### src/rtl/fc_layer_seq.sv
// Sequential fully-connected layer: one MAC per cycle over N-element rows for M neurons,
// then bias, arithmetic shift, saturation and optional ReLU per neuron.
module fc_layer_seq #(
   parameter int FLATTENED_LENGTH = 432,
   parameter int NUM_OUTPUTS      = 10,
   parameter int DATA_WIDTH       = 8,
   parameter int ACC_WIDTH        = 32,
   parameter int OUT_SHIFT        = 0,
   parameter int RELU_EN          = 0,
   localparam int FA_W = (FLATTENED_LENGTH > 1) ? $clog2(FLATTENED_LENGTH) : 1,
   localparam int WA_W = (FLATTENED_LENGTH * NUM_OUTPUTS > 1) ?
                         $clog2(FLATTENED_LENGTH * NUM_OUTPUTS) : 1,
   localparam int OI_W = (NUM_OUTPUTS > 1) ? $clog2(NUM_OUTPUTS) : 1
) (
   input  logic                                          clk,
   input  logic                                          reset,
   input  logic                                          start,
   output logic                                          busy,
   output logic [FA_W-1:0]                               fmap_raddr,
   input  logic signed [DATA_WIDTH-1:0]                  fmap_rdata,
   output logic [WA_W-1:0]                               weight_raddr,
   input  logic signed [DATA_WIDTH-1:0]                  weight_rdata,
   input  logic signed [NUM_OUTPUTS-1:0][DATA_WIDTH-1:0] bias,
   output logic                                          out_valid,
   output logic [OI_W-1:0]                               out_index,
   output logic signed [DATA_WIDTH-1:0]                  out_data,
   output logic                                          done
);

   typedef enum logic [1:0] {S_IDLE, S_RUN, S_DRAIN, S_EMIT} state_t;

   localparam logic [FA_W-1:0] I_LAST     = FA_W'(FLATTENED_LENGTH - 1);
   localparam logic [OI_W-1:0] K_LAST     = OI_W'(NUM_OUTPUTS - 1);
   localparam logic [WA_W-1:0] ROW_STRIDE = WA_W'(FLATTENED_LENGTH);
   localparam logic signed [ACC_WIDTH-1:0] SAT_MAX =
      ACC_WIDTH'((64'sd1 <<< (DATA_WIDTH - 1)) - 64'sd1);
   localparam logic signed [ACC_WIDTH-1:0] SAT_MIN = ~SAT_MAX;

   state_t state, state_nx;
   logic [FA_W-1:0] i_cnt;
   logic [OI_W-1:0] k_cnt;
   logic [WA_W-1:0] w_base;
   logic signed [ACC_WIDTH-1:0] acc, acc_bias, shifted;
   logic signed [2*DATA_WIDTH-1:0] prod;
   logic signed [DATA_WIDTH-1:0] bias_k, sat_res, result;
   logic [0:0] vld_pipe;  // read data valid: previous cycle presented a RUN address
   logic accept, run, emit, last_i, last_k;

   always_ff @(posedge clk) begin
      if (reset) state <= S_IDLE;
      else       state <= state_nx;
   end

   always_comb begin
      state_nx = state;
      case (state)
         S_IDLE:  if (start) state_nx = S_RUN;
         S_RUN:   if (last_i) state_nx = S_DRAIN;
         S_DRAIN: state_nx = S_EMIT;
         S_EMIT:  state_nx = last_k ? S_IDLE : S_RUN;
         default: state_nx = S_IDLE;
      endcase
   end

   always_comb begin
      busy   = (state != S_IDLE);
      accept = (state == S_IDLE) && start;
      run    = (state == S_RUN);
      emit   = (state == S_EMIT);
   end

   assign last_i       = (i_cnt == I_LAST);
   assign last_k       = (k_cnt == K_LAST);
   assign fmap_raddr   = i_cnt;
   assign weight_raddr = w_base + WA_W'(i_cnt);

   assign prod     = (2*DATA_WIDTH)'(fmap_rdata) * (2*DATA_WIDTH)'(weight_rdata);
   assign bias_k   = bias[k_cnt];
   assign acc_bias = acc + ACC_WIDTH'(bias_k);
   assign shifted  = acc_bias >>> OUT_SHIFT;

   always_comb begin
      if (shifted > SAT_MAX)      sat_res = SAT_MAX[DATA_WIDTH-1:0];
      else if (shifted < SAT_MIN) sat_res = SAT_MIN[DATA_WIDTH-1:0];
      else                        sat_res = shifted[DATA_WIDTH-1:0];
      result = ((RELU_EN != 0) && sat_res[DATA_WIDTH-1]) ? '0 : sat_res;
   end

   always_ff @(posedge clk) begin
      if (reset) begin
         i_cnt     <= '0;
         k_cnt     <= '0;
         w_base    <= '0;
         acc       <= '0;
         vld_pipe  <= '0;
         out_valid <= 1'b0;
         done      <= 1'b0;
         out_index <= '0;
         out_data  <= '0;
      end else begin
         vld_pipe  <= run;
         out_valid <= 1'b0;
         done      <= 1'b0;
         if (accept) begin
            i_cnt  <= '0;
            k_cnt  <= '0;
            w_base <= '0;
            acc    <= '0;
         end else if (vld_pipe[0]) begin
            acc <= acc + ACC_WIDTH'(prod);
         end
         if (run && !last_i) i_cnt <= i_cnt + FA_W'(1);
         if (emit) begin
            out_valid <= 1'b1;
            out_index <= k_cnt;
            out_data  <= result;
            acc       <= '0;
            i_cnt     <= '0;
            if (last_k) begin
               done   <= 1'b1;
               k_cnt  <= '0;
               w_base <= '0;
            end else begin
               k_cnt  <= k_cnt + OI_W'(1);
               w_base <= w_base + ROW_STRIDE;
            end
         end
      end
   end

endmodule

### config.mk
export PLATFORM = sky130hd
export DESIGN_NAME = fc_layer_seq
export DESIGN_NICKNAME = d
export VERILOG_FILES = /design/src/rtl/fc_layer_seq.sv
export SDC_FILE = /design/constraint.sdc
export NUM_CORES = 1
export LEC_CHECK = 0
export ABC_AREA = 1
export BUFFER_PORTS_ARGS = -buffer_cell sky130_fd_sc_hd__clkbuf_2
export CORE_MARGIN = 3
export CORE_UTILIZATION = 57
export CTS_BUF_LIST = sky130_fd_sc_hd__clkbuf_16
export DETAILED_ROUTE_END_ITERATION = 8
export PLACE_DENSITY = 0.88
export SYNTH_ARGS = -nofsm -noshare
export SYNTH_HDL_FRONTEND = slang
export SYNTH_SLANG_ARGS = --single-unit
### constraint.sdc
create_clock -name clk -period 9.7 [get_ports clk]
set_input_delay 0.97 -clock clk [delete_from_list [all_inputs] [get_ports clk]]
set_output_delay 0.97 -clock clk [all_outputs]
set_load 0.005 [all_outputs]
==> flow_metrics.tcl, run 1 <==
set metrics [dict create \
    ir_worst_vdd_mv 0.2938 \
    cts_setup_buffers 0 \
    path_max_fanout 9 \
    die_area_um2 22420 \
    worstSetupPathType "in2reg" \
    internal_power_w 0.001768 \
    clock-sinks 71 \
    grt_pass1_vias 11113 \
    ys.flop_type "dfxtp_1" \
    ys_ff_latch 71 \
    wirelength_um 31040 \
    yosysSeqAreaShare_pct 12.07 \
    netlist_top_cells_area "fa_1, nand2_1, ha_1" \
    synth_edf_count 0 \
    io_pins 136 \
    drive_above_1_share_pct 10.32 \
    swShare_pct 56.32 \
    ctsLongestPathBuffers 2 \
    hold_buffers 0 \
    vias 11213 \
    die_h_um 149.7 \
    crit_slowest_cell "fa_1" \
    die_w_um 149.7 \
    finalSetupViolCount 0 \
    io_buffers 135 \
    combPwrFrac_pct 82.4 \
    power_density_nw_per_um2 313.6 \
    min_path_type "reg2reg" \
    synthCells 1702 \
    synth_area_um2 11780 \
    grt_pass1_wl_um 51580 \
    cp_data_required_time_ps 9950 \
    dr.pass1.iters 4 \
    place_congestion 0.9344 \
    p_seq_share_pct 9.5 \
    slew_violations 0 \
    num-nets-final 2157 \
    worst_setup_path_end_kind "flip-flop" \
    fmax_ghz 0.1525 \
    initialDrtViolationCount 662 \
    cts_tree "yes" \
    numCtsBuffers 9 \
    yosysTopAreaCellShare_pct 23.29 \
    postRouteAntennaNets 0 \
    antenna_cells 0 \
    clk_latency_ps 350 \
    pwr-share-clk_pct 8.1 \
    setup_slack_ps 3145 \
    synthTopCellsByCount "nand2_1, inv_1, nor2_1, fa_1, ha_1" \
    fin_crit_sh_pct 67.58 \
    yosys_warnings 0 \
    grt_max_degree 46 \
    dp_hpwl_um 25970 \
    yosysUniqueCellTypes 50 \
    root_buffer "clkbuf_16" \
    grt_usage_pct 28.37 \
    dpl_worst_slack_ps 2760 \
    p_leak_nw 7.261 \
    fin_area_um2 12910 \
    viasPerCell 5.399 \
    timing.slew.headroom_pct 34.36 \
    start_kind "input pin" \
    finClkSkew_ps 10.49 \
    place_area_um2 12620 \
    hold_viol 0 \
    slowest_delay_ps 1000 \
    fin_tns_setup_ps 0 \
    synthToLayoutAreaGrowth_pct 9.605 \
    fp.coreArea_um2 19850 \
    antenna_found_initial 0 \
    post_synth.cell_area_avg_um2 6.919 \
    worstPathArrival_ps 6800 \
    cts_max_level 3 \
    route.detailed.drc 0 \
    crit_chain "clkbuf_2 > nand2_1 > fa_1 > fa_1 > inv_1 > fa_1 > fa_1 > ha_1 > ha_1 > a21oi_1 > o21ai_0 > a21oi_1 > a21boi_0 > o21bai_1 > nand2_1 > nand2_1 > xor2_1 > o21bai_1 > inv_1" \
    synth-async-reset-ratio_pct 0 \
    start_util_pct 59.34 \
    post-route-min-period_ps 6555 \
    cts_resized 0 \
    rows 51 \
    synth.most_common_cell "nand2_1" \
    rsz0062_at_grt "false" \
    max-cap-violations 0 \
    tightest_slew_ps 981.1 \
    status "completed" \
    crit_top_cell "fa_1" \
    overflow 0 \
    synth_top_cell_by_area "fa_1" \
    power.switching_w 0.002280 \
    synth_nets 2052 \
    routedWlPerCell_um 14.95 \
    cts.clk_slew.worst_paths_ps 60 \
]
==> kinds of logic after synthesis <==
group	synth area share, %
and+or+nand+nor	24.29
buffers and inverters	12.63
adders and majority gates	35.40
AOI/OAI and AO/OA	12.02
DFF	12.07
xor gates and xnor gates	3.421
muxes	0.1700
==> metrics by stage <==
step | power [W] | instances | hold slack [ps] | util, %
global placement | 0.003585 | 2061 | 438.5 | 63.60
detailed placement | 0.003661 | 2061 | 441.3 | 63.60
CTS | 0.004027 | 2077 | 453.7 | 65.04
finish | 0.004048 | 2077 | 451.8 | 65.04
floorplan | 0.002908 | 1702 | 446.0 | -
global route | 0.004531 | 2077 | 466.3 | 65.04
==> cells in the final DEF (no fill, tap or decap), drive strengths merged, types with 2 or more instances in the layout <==
cell type	count
o211ai	9
fa	137
o31ai	3
nor3	12
dfxtp	71
xor2	24
a21boi	4
nand4	17
mux2i	2
nand3b	6
ha	114
nand2	413
clkbuf	144
a211oi	3
nand3	57
xnor2	22
buf	6
or2	4
clkinv	3
o21bai	8
clkinvlp	2
a31o	6
a221oi	3
inv	343
o221ai	13
o21ai	90
o22ai	7
a21oi	87
a31oi	4
and2	3
nor2	185
==> critical path: cells and delay by family <==
kind                       cells  cell delay [ps]
adders and majority gates      6             3430
AOI/OAI and AO/OA              6             1220
buffers and inverters          3              740
and+or+nand+nor                3              290
xor gates and xnor gates       1              140
==> layout make-up <==
cell class,count,area (µm²)
tap,265,331.6
clock buffer,9,225.2
timing repair buffer,141,720.7
fill,1780,6938
sequential,71,1421
inverter,341,1280
multi-input combinational,1243,8867
clock inverter,7,61.31
==> per-layer routing <==
metal | track usage, % | wire (µm) | up-vias
li1 | - | - | 5509
met1 | 34.83 | 13140 | 5265
met2 | 50.61 | 15060 | 367
met3 | 4.603 | 1924 | 72
met4 | 9.790 | 916 | 0
met5 | 0 | 0 | -
==> state kept, by name (all words and copies together) (netlist names), 2 cells and up <==
| register | flops |
|---|---|
| fmap_raddr | 9 |
| w_base | 9 |
| out_data | 8 |
| acc | 32 |
| state | 2 |
| out_index | 4 |
| k_cnt | 4 |
==> power groups by stage <==
stage | Clock, W | Sequential [W] | Combinational, W
floorplan | 0 | 0.000368 | 0.00254
global placement | 0 | 0.000385 | 0.00320
detailed placement | 0 | 0.000387 | 0.00327
CTS | 0.000331 | 0.000382 | 0.00331
global route | 0.000341 | 0.000389 | 0.00380
finish | 0.000329 | 0.000383 | 0.00334
==> worst paths after layout <==
path | depth (start not counted) | slack (ps) | end | startpoint
worst max-delay path | 19 | 3140 | acc[28] | weight_rdata[2]
worst min-delay path | 2 | 450 | out_data[1] | out_data[1]
worst max register to register | 20 | 4510 | acc[25] | acc[6]
worst min register to register | 2 | 450 | out_data[1] | out_data[1]
No activity file was read; power rests on OpenSTA's default activity.
==> inputs of run 2 (changes only) <==
--- a/config.mk
+++ b/config.mk
@@ -8,10 +8,10 @@
 export ABC_AREA = 1
 export BUFFER_PORTS_ARGS = -buffer_cell sky130_fd_sc_hd__clkbuf_2
 export CORE_MARGIN = 3
-export CORE_UTILIZATION = 57
+export CORE_UTILIZATION = 56
 export CTS_BUF_LIST = sky130_fd_sc_hd__clkbuf_16
 export DETAILED_ROUTE_END_ITERATION = 8
-export PLACE_DENSITY = 0.88
+export PLACE_DENSITY = 0.9
 export SYNTH_ARGS = -nofsm -noshare
 export SYNTH_HDL_FRONTEND = slang
 export SYNTH_SLANG_ARGS = --single-unit
==> constraint.sdc (replaced) <==
create_clock -name clk -period 5.45 [get_ports clk]
set_input_delay 0.545 -clock clk [delete_from_list [all_inputs] [get_ports clk]]
set_output_delay 0.545 -clock clk [all_outputs]
set_load 0.005 [all_outputs]
==> run 2 against run 1 <==
Die area is 1.7% higher; routed wire length is 1.4% higher; global-route usage is 0.65 points lower; first-iteration DRC count is 1.7% lower; largest power group unchanged.
==> flow_metrics.tcl, run 2 (synthesis results as in run 1) <==
set metrics [dict create \
    clock-sinks 71 \
    antenna_found_initial 0 \
    grt_max_degree 46 \
    p_leak_nw 7.420 \
    start_util_pct 57.64 \
    overflow 0 \
    grt_pass1_wl_um 51130 \
    viasPerCell 5.403 \
    cts.clk_slew.worst_paths_ps 70 \
    io_buffers 135 \
    die_h_um 151.0 \
    grt_pass1_vias 11224 \
    cts_max_level 3 \
    synthToLayoutAreaGrowth_pct 12.92 \
    mostFrequentLayoutCells "nand2_1, inv_1, nor2_1" \
    rows 52 \
    largest_reg_flops 32 \
    crit_chain "clkbuf_2 > nand2_1 > fa_2 > fa_2 > clkinvlp_4 > buf_4 > fa_1 > fa_1 > ha_1 > ha_1 > nand2_1 > nor2_1 > inv_1 > o21bai_1 > a21oi_2 > o21ai_1 > nand2_1 > nand4_1 > nand3_1 > nand2_1 > inv_1" \
    tightest_slew_ps 1052 \
    path_max_fanout 8 \
    die_w_um 151.0 \
    worst_setup_path_end_kind "flip-flop" \
    numCtsBuffers 9 \
    rsz0062_at_grt "false" \
    drive_above_1_share_pct 13.16 \
    post-route-min-period_ps 5130 \
    timing.slew.headroom_pct 29.58 \
    stdcell_count 2117 \
    worstSetupPathType "in2reg" \
    final_util_pct 65.09 \
    crit_family "adder cells" \
    crit_slowest_cell "fa_2" \
    slowest_delay_ps 600 \
    max-cap-violations 0 \
    cp_data_required_time_ps 5700 \
    start_kind "input pin" \
    power_density_nw_per_um2 569.6 \
    place_congestion 0.9299 \
    finClkSkew_ps 11.04 \
    worstPathArrival_ps 5380 \
    route.detailed.drc 0 \
    vias 11439 \
    dr.pass1.iters 8 \
    total_power_w 0.007574 \
    root_buffer "clkbuf_16" \
    hold_buffers 0 \
    status "completed" \
    antenna_cells 0 \
    ir_worst_vdd_mv 0.3532 \
    clk_latency_ps 350 \
    cts_tree "yes" \
    io_pins 136 \
    top_register "acc" \
    initialDrtViolationCount 651 \
    fp.coreArea_um2 20430 \
    dp_cells 2091 \
    r2r_slack_ps 540 \
    critPathBufInv 5 \
    slew_violations 0 \
    fillCellCount 1717 \
    num-nets-final 2192 \
    postRouteAntennaNets 0 \
    dp_hpwl_um 26660 \
    mostFrequentLayoutCell "nand2_1" \
    ctsLongestPathBuffers 2 \
    crit_top_cell "nand2_1" \
    grt_usage_pct 27.71 \
    routedWlPerCell_um 14.87 \
    hold_viol 0 \
    fmax_ghz 0.1949 \
    die_area_um2 22810 \
    finalSetupViolCount 0 \
    min_path_type "reg2reg" \
    wirelength_um 31480 \
    fin_crit_sh_pct 94.13 \
]
==> run 2: worst paths after layout <==
| kind | start | end | cells past startpoint |
|---|---|---|---|
| setup / recovery | weight_rdata[3] | acc[29] | 21 |
| hold / removal | out_data[1] | out_data[1] | 2 |
| setup reg to reg | acc[6] | acc[25] | 20 |
| hold reg to reg | out_data[1] | out_data[1] | 2 |
==> run 2: repair_timing <==
action | 4_1_cts | 5_1_grt
buffers inserted | 0 | 10
resized for setup | 0 | 1
setup endpoints to repair | 0 | 4
==> run 2: power by group <==
| group | leakage [nW] | switching [W] | internal [W] | total, W |
|---|---|---|---|---|
| Sequential | 0.575 | 0.0000930 | 0.000589 | 0.000682 |
| Combinational | 6.71 | 0.00375 | 0.00256 | 0.00631 |
| Clock | 0.135 | 0.000262 | 0.000318 | 0.000580 |
==> run 2: layout make-up <==
cell class | count | area [µm²] | share of cell area, %
multi-input cells | 1243 | 8965 | 67.42
flip-flops and latches | 71 | 1421 | 10.69
inverters | 341 | 1291 | 9.710
repair buffers | 176 | 996.0 | 7.490
well taps | 270 | 337.8 | 2.540
clock buffers | 9 | 225.2 | 1.694
clock inverters | 7 | 61.31 | 0.4610
==> run 2: routing by layer <==
layer,routed length (µm),GRT usage (%),up-vias
met5,0,0,-
met4,943,9.157,0
met3,2238,3.621,71
met2,15530,51.51,453
met1,12770,32.91,5325
li1,-,-,5590
==> run 2: through the flow <==
step	area, µm²	setup TNS [ps]	hold slack, ps	setup WS [ps]
2_1_floorplan	11890	-33.44	446.0	-20.42
3_3_place_gp	12930	0	437.7	42.78
3_5_place_dp	12930	-247.7	440.5	-107.8
4_1_cts	13220	0	456.1	248.0
5_1_grt	13300	0	474.3	43.26
6_report	13300	0	453.8	319.7
==> run 2: worst reg2reg max path, stage by stage (launching register included) <==
cell and delay [ps]:
dfxtp_1 450, inv_1 100, fa_1 540, inv_1 50, fa_1 510, inv_1 50
fa_1 460, fa_1 550, inv_1 40, ha_1 280, ha_1 350, a21oi_1 140
nand2_1 150, a21boi_2 240, o21ai_2 100, a21boi_2 190, o21bai_1 140, a21oi_1 190
xnor2_1 80, o21ai_0 140, inv_1 50
==> inputs of run 3 (changes only) <==
==> config.mk (replaced) <==
export PLATFORM = sky130hd
export DESIGN_NAME = fc_layer_seq
export DESIGN_NICKNAME = d
export VERILOG_FILES = /design/src/rtl/fc_layer_seq.sv
export SDC_FILE = /design/constraint.sdc
export NUM_CORES = 1
export LEC_CHECK = 0
export BUFFER_PORTS_ARGS = -buffer_cell sky130_fd_sc_hd__clkbuf_2
export CORE_MARGIN = 3
export CORE_UTILIZATION = 55
export DETAILED_ROUTE_END_ITERATION = 8
export PLACE_DENSITY = 0.89
export SYNTH_ARGS = -nofsm -noshare
export SYNTH_HDL_FRONTEND = slang
export SYNTH_SLANG_ARGS = --single-unit
==> run 3 against run 2 <==
The flow now finishes with violations (negative setup slack); synthesized cell count decreased by 26%; count of clock-buffer cells in the layout stayed put; synthesized area fell by 4.9%; sequential cell count stayed put; power is 26% higher; hold slack better by 27 ps; sequential power increased by 10%; first-iteration DRC count is 30% higher; sequential share of layout area fell by 0.17 points; setup slack got worse by 340 ps; cell count decreased by 18%; critical path depth shrank 3; critical path type unchanged; critical endpoint is now acc[27]; largest cell class unchanged.
==> flow_metrics.tcl, run 3 <==
set metrics [dict create \
    grt_pass1_vias 10433 \
    grt_max_degree 32 \
    top_register "acc" \
    post-route-min-period_ps 5466 \
    setup_slack_ps -16.44 \
    cts_max_level 3 \
    worst_setup_path_end_kind "flip-flop" \
    antenna_found_initial 0 \
    synth_area_um2 11200 \
    fin_area_um2 13520 \
    yosysTopAreaCellShare_pct 24.49 \
    cp_data_required_time_ps 5670 \
    startpoint "fmap_rdata[2]" \
    io_pins 136 \
    wirelength_um 31360 \
    routedWlPerCell_um 17.99 \
    initialDrtViolationCount 844 \
    slew_violations 0 \
    timing.slew.headroom_pct 36.14 \
    p_leak_nw 6.594 \
    multi_input_area_um2 9245 \
    hold_path_startpoint "out_data[7]" \
    dpl_worst_slack_ps -565.4 \
    overflow 0 \
    io_buffers 135 \
    yosysUniqueCellTypes 70 \
    worstSetupPathType "in2reg" \
    antenna_cells 0 \
    rsz0062_at_grt "true" \
    die_h_um 148.7 \
    fmax_ghz 0.1829 \
    max-cap-violations 0 \
    min_path_type "reg2reg" \
    status "finished with violations" \
    largest_reg_flops 32 \
    hold_depth 2 \
    fillCellCount 1461 \
    ctsLongestPathBuffers 2 \
    yosys_warnings 0 \
    place_congestion 0.9624 \
    hold_buffers 0 \
    vias 10351 \
    grt_pass1_wl_um 50380 \
    synth_nets 1607 \
    synthTopCellsByCount "inv_1, fa_1, ha_1, nor2_1, nand2_1" \
    regArea_um2 1423 \
    clk_latency_ps 350 \
    die_area_um2 22110 \
    post_synth.cell_area_avg_um2 8.908 \
    r2r-start "acc[6]" \
    path_max_fanout 6 \
    rows 51 \
    ys.flop_type "dfxtp_1" \
    route.detailed.drc 0 \
    postRouteAntennaNets 0 \
    hold_viol 0 \
    power_density_nw_per_um2 705.8 \
    ir_worst_vdd_mv 0.6334 \
    fin_crit_sh_pct 100.3 \
    start_kind "input pin" \
    cts.clk_slew.worst_paths_ps 60 \
    dp_hpwl_um 24480 \
    start_util_pct 56.79 \
    synth-async-reset-ratio_pct 0 \
    root_buffer "clkbuf_16" \
    die_w_um 148.7 \
    synth_edf_count 0 \
    worstPathArrival_ps 5690 \
    tightest_slew_ps 955.9 \
    timing.hold.ws_ps 480.5 \
    viasPerCell 5.939 \
    grt_usage_pct 27.80 \
    num-nets-final 1823 \
    clock-sinks 71 \
    violations "negative setup slack" \
    rr_worst_depth 19 \
    fp.coreArea_um2 19720 \
    synthCells 1257 \
    synth_top_cell_by_area "fa_1" \
    ys_ff_latch 71 \
    yosysSeqAreaShare_pct 12.69 \
    cts_tree "yes" \
    synthToLayoutAreaGrowth_pct 20.77 \
    synth.most_common_cell "inv_1" \
    mostFrequentLayoutCell "inv_1" \
    netlist_top_cells_area "fa_1, ha_1, dfxtp_1" \
    finalSetupViolCount 4 \
    drive_above_1_share_pct 23.21 \
    place_area_um2 12850 \
    numCtsBuffers 9 \
    dr.pass1.iters 7 \
    finClkSkew_ps 10.29 \
    mostFrequentLayoutCells "inv_1, fa_1, clkbuf_2" \
]
## run 3: cell types whose count changed in the layout (fill, tap and decap cells not counted), moves of 43 or more
cell	change
o21ai_0	-43
nor2_1	-99
inv_1	-182
buf_4	+64
nand2_1	-324
## run 3: power breakdown
part | switching [W] | internal, W | total (W)
logic | 0.00422 | 0.00395 | 0.00817
clock network | 0.000259 | 0.000363 | 0.000622
registers | 0.000134 | 0.000619 | 0.000753
total | 0.00462 | 0.00493 | 0.00954
## run 3: final timing paths
| kind | endpoint | slack (ps) |
|---|---|---|
| hold reg to reg | out_data[7] | 480 |
| hold / removal | out_data[7] | 480 |
| setup reg to reg | acc[27] | 110 |
| setup / recovery | acc[27] | -20 |
## run 3: stage by stage
| step | cells | util, % | setup TNS [ps] | total power [W] |
|---|---|---|---|---|
| 6_report | 1743 | 68.58 | -33.79 | 0.009545 |
| 4_1_cts | 1727 | 67.07 | -35.89 | 0.009221 |
| 3_5_place_dp | 1710 | 65.17 | -5257 | 0.008385 |
| 3_3_place_gp | 1710 | 65.17 | -2342 | 0.007970 |
| 5_1_grt | 1743 | 68.58 | -793.0 | 0.01044 |
| 2_1_floorplan | 1257 | - | -712.8 | 0.006036 |
## run 3: logic make-up (layout without fill, tap and decap cells)
logic type | count (synthesis) | count (layout) | share of synthesized area, %
AO/OA/AOI/OAI | 292 | 292 | 17.60
XOR/XNOR | 49 | 49 | 3.833
adder cells (fa/ha/maj) | 251 | 251 | 37.23
buffers and inverters | 201 | 422 | 6.928
flip-flops | 71 | 71 | 12.69
multiplexers | 50 | 50 | 6.347
AND/OR/NAND/NOR | 343 | 343 | 15.36
## run 3: layout make-up
class | count | area share (%)
Multi-Input combinational cell | 985 | 68.37
Timing Repair Buffer | 247 | 11.94
Sequential cell | 71 | 10.52
Inverter | 159 | 4.441
Tap cell | 265 | 2.452
Clock buffer | 9 | 1.665
Clock inverter | 7 | 0.6199
## run 3: layer usage
metal	up-vias	GRT usage, %	share of wire, %
met1	5073	33.80	40
li1	4819	-	-
met3	85	3.473	4.4
met4	0	9.885	3.3
met5	-	0	0
met2	374	50.60	53
## run 3: repair_timing
item                       4_1_cts  5_1_grt
pin swaps                        6       40
setup endpoints to repair       11       22
gates cloned                     0        0
gates resized for setup          9       51
buffers inserted                 1       16
## run 3: worst max-delay path, stage by stage
cell       delay (ps)
clkbuf_2          160
nand2_1           110
fa_1              540
fa_1              600
inv_2              70
fa_2              590
fa_2              500
fa_1              540
ha_4              220
a2111oi_4         350
buf_4             180
o211ai_1          130
and2_4            220
a221oi_4          300
o21ai_4           140
a31oi_1           220
xor2_1            180
o22ai_1            90
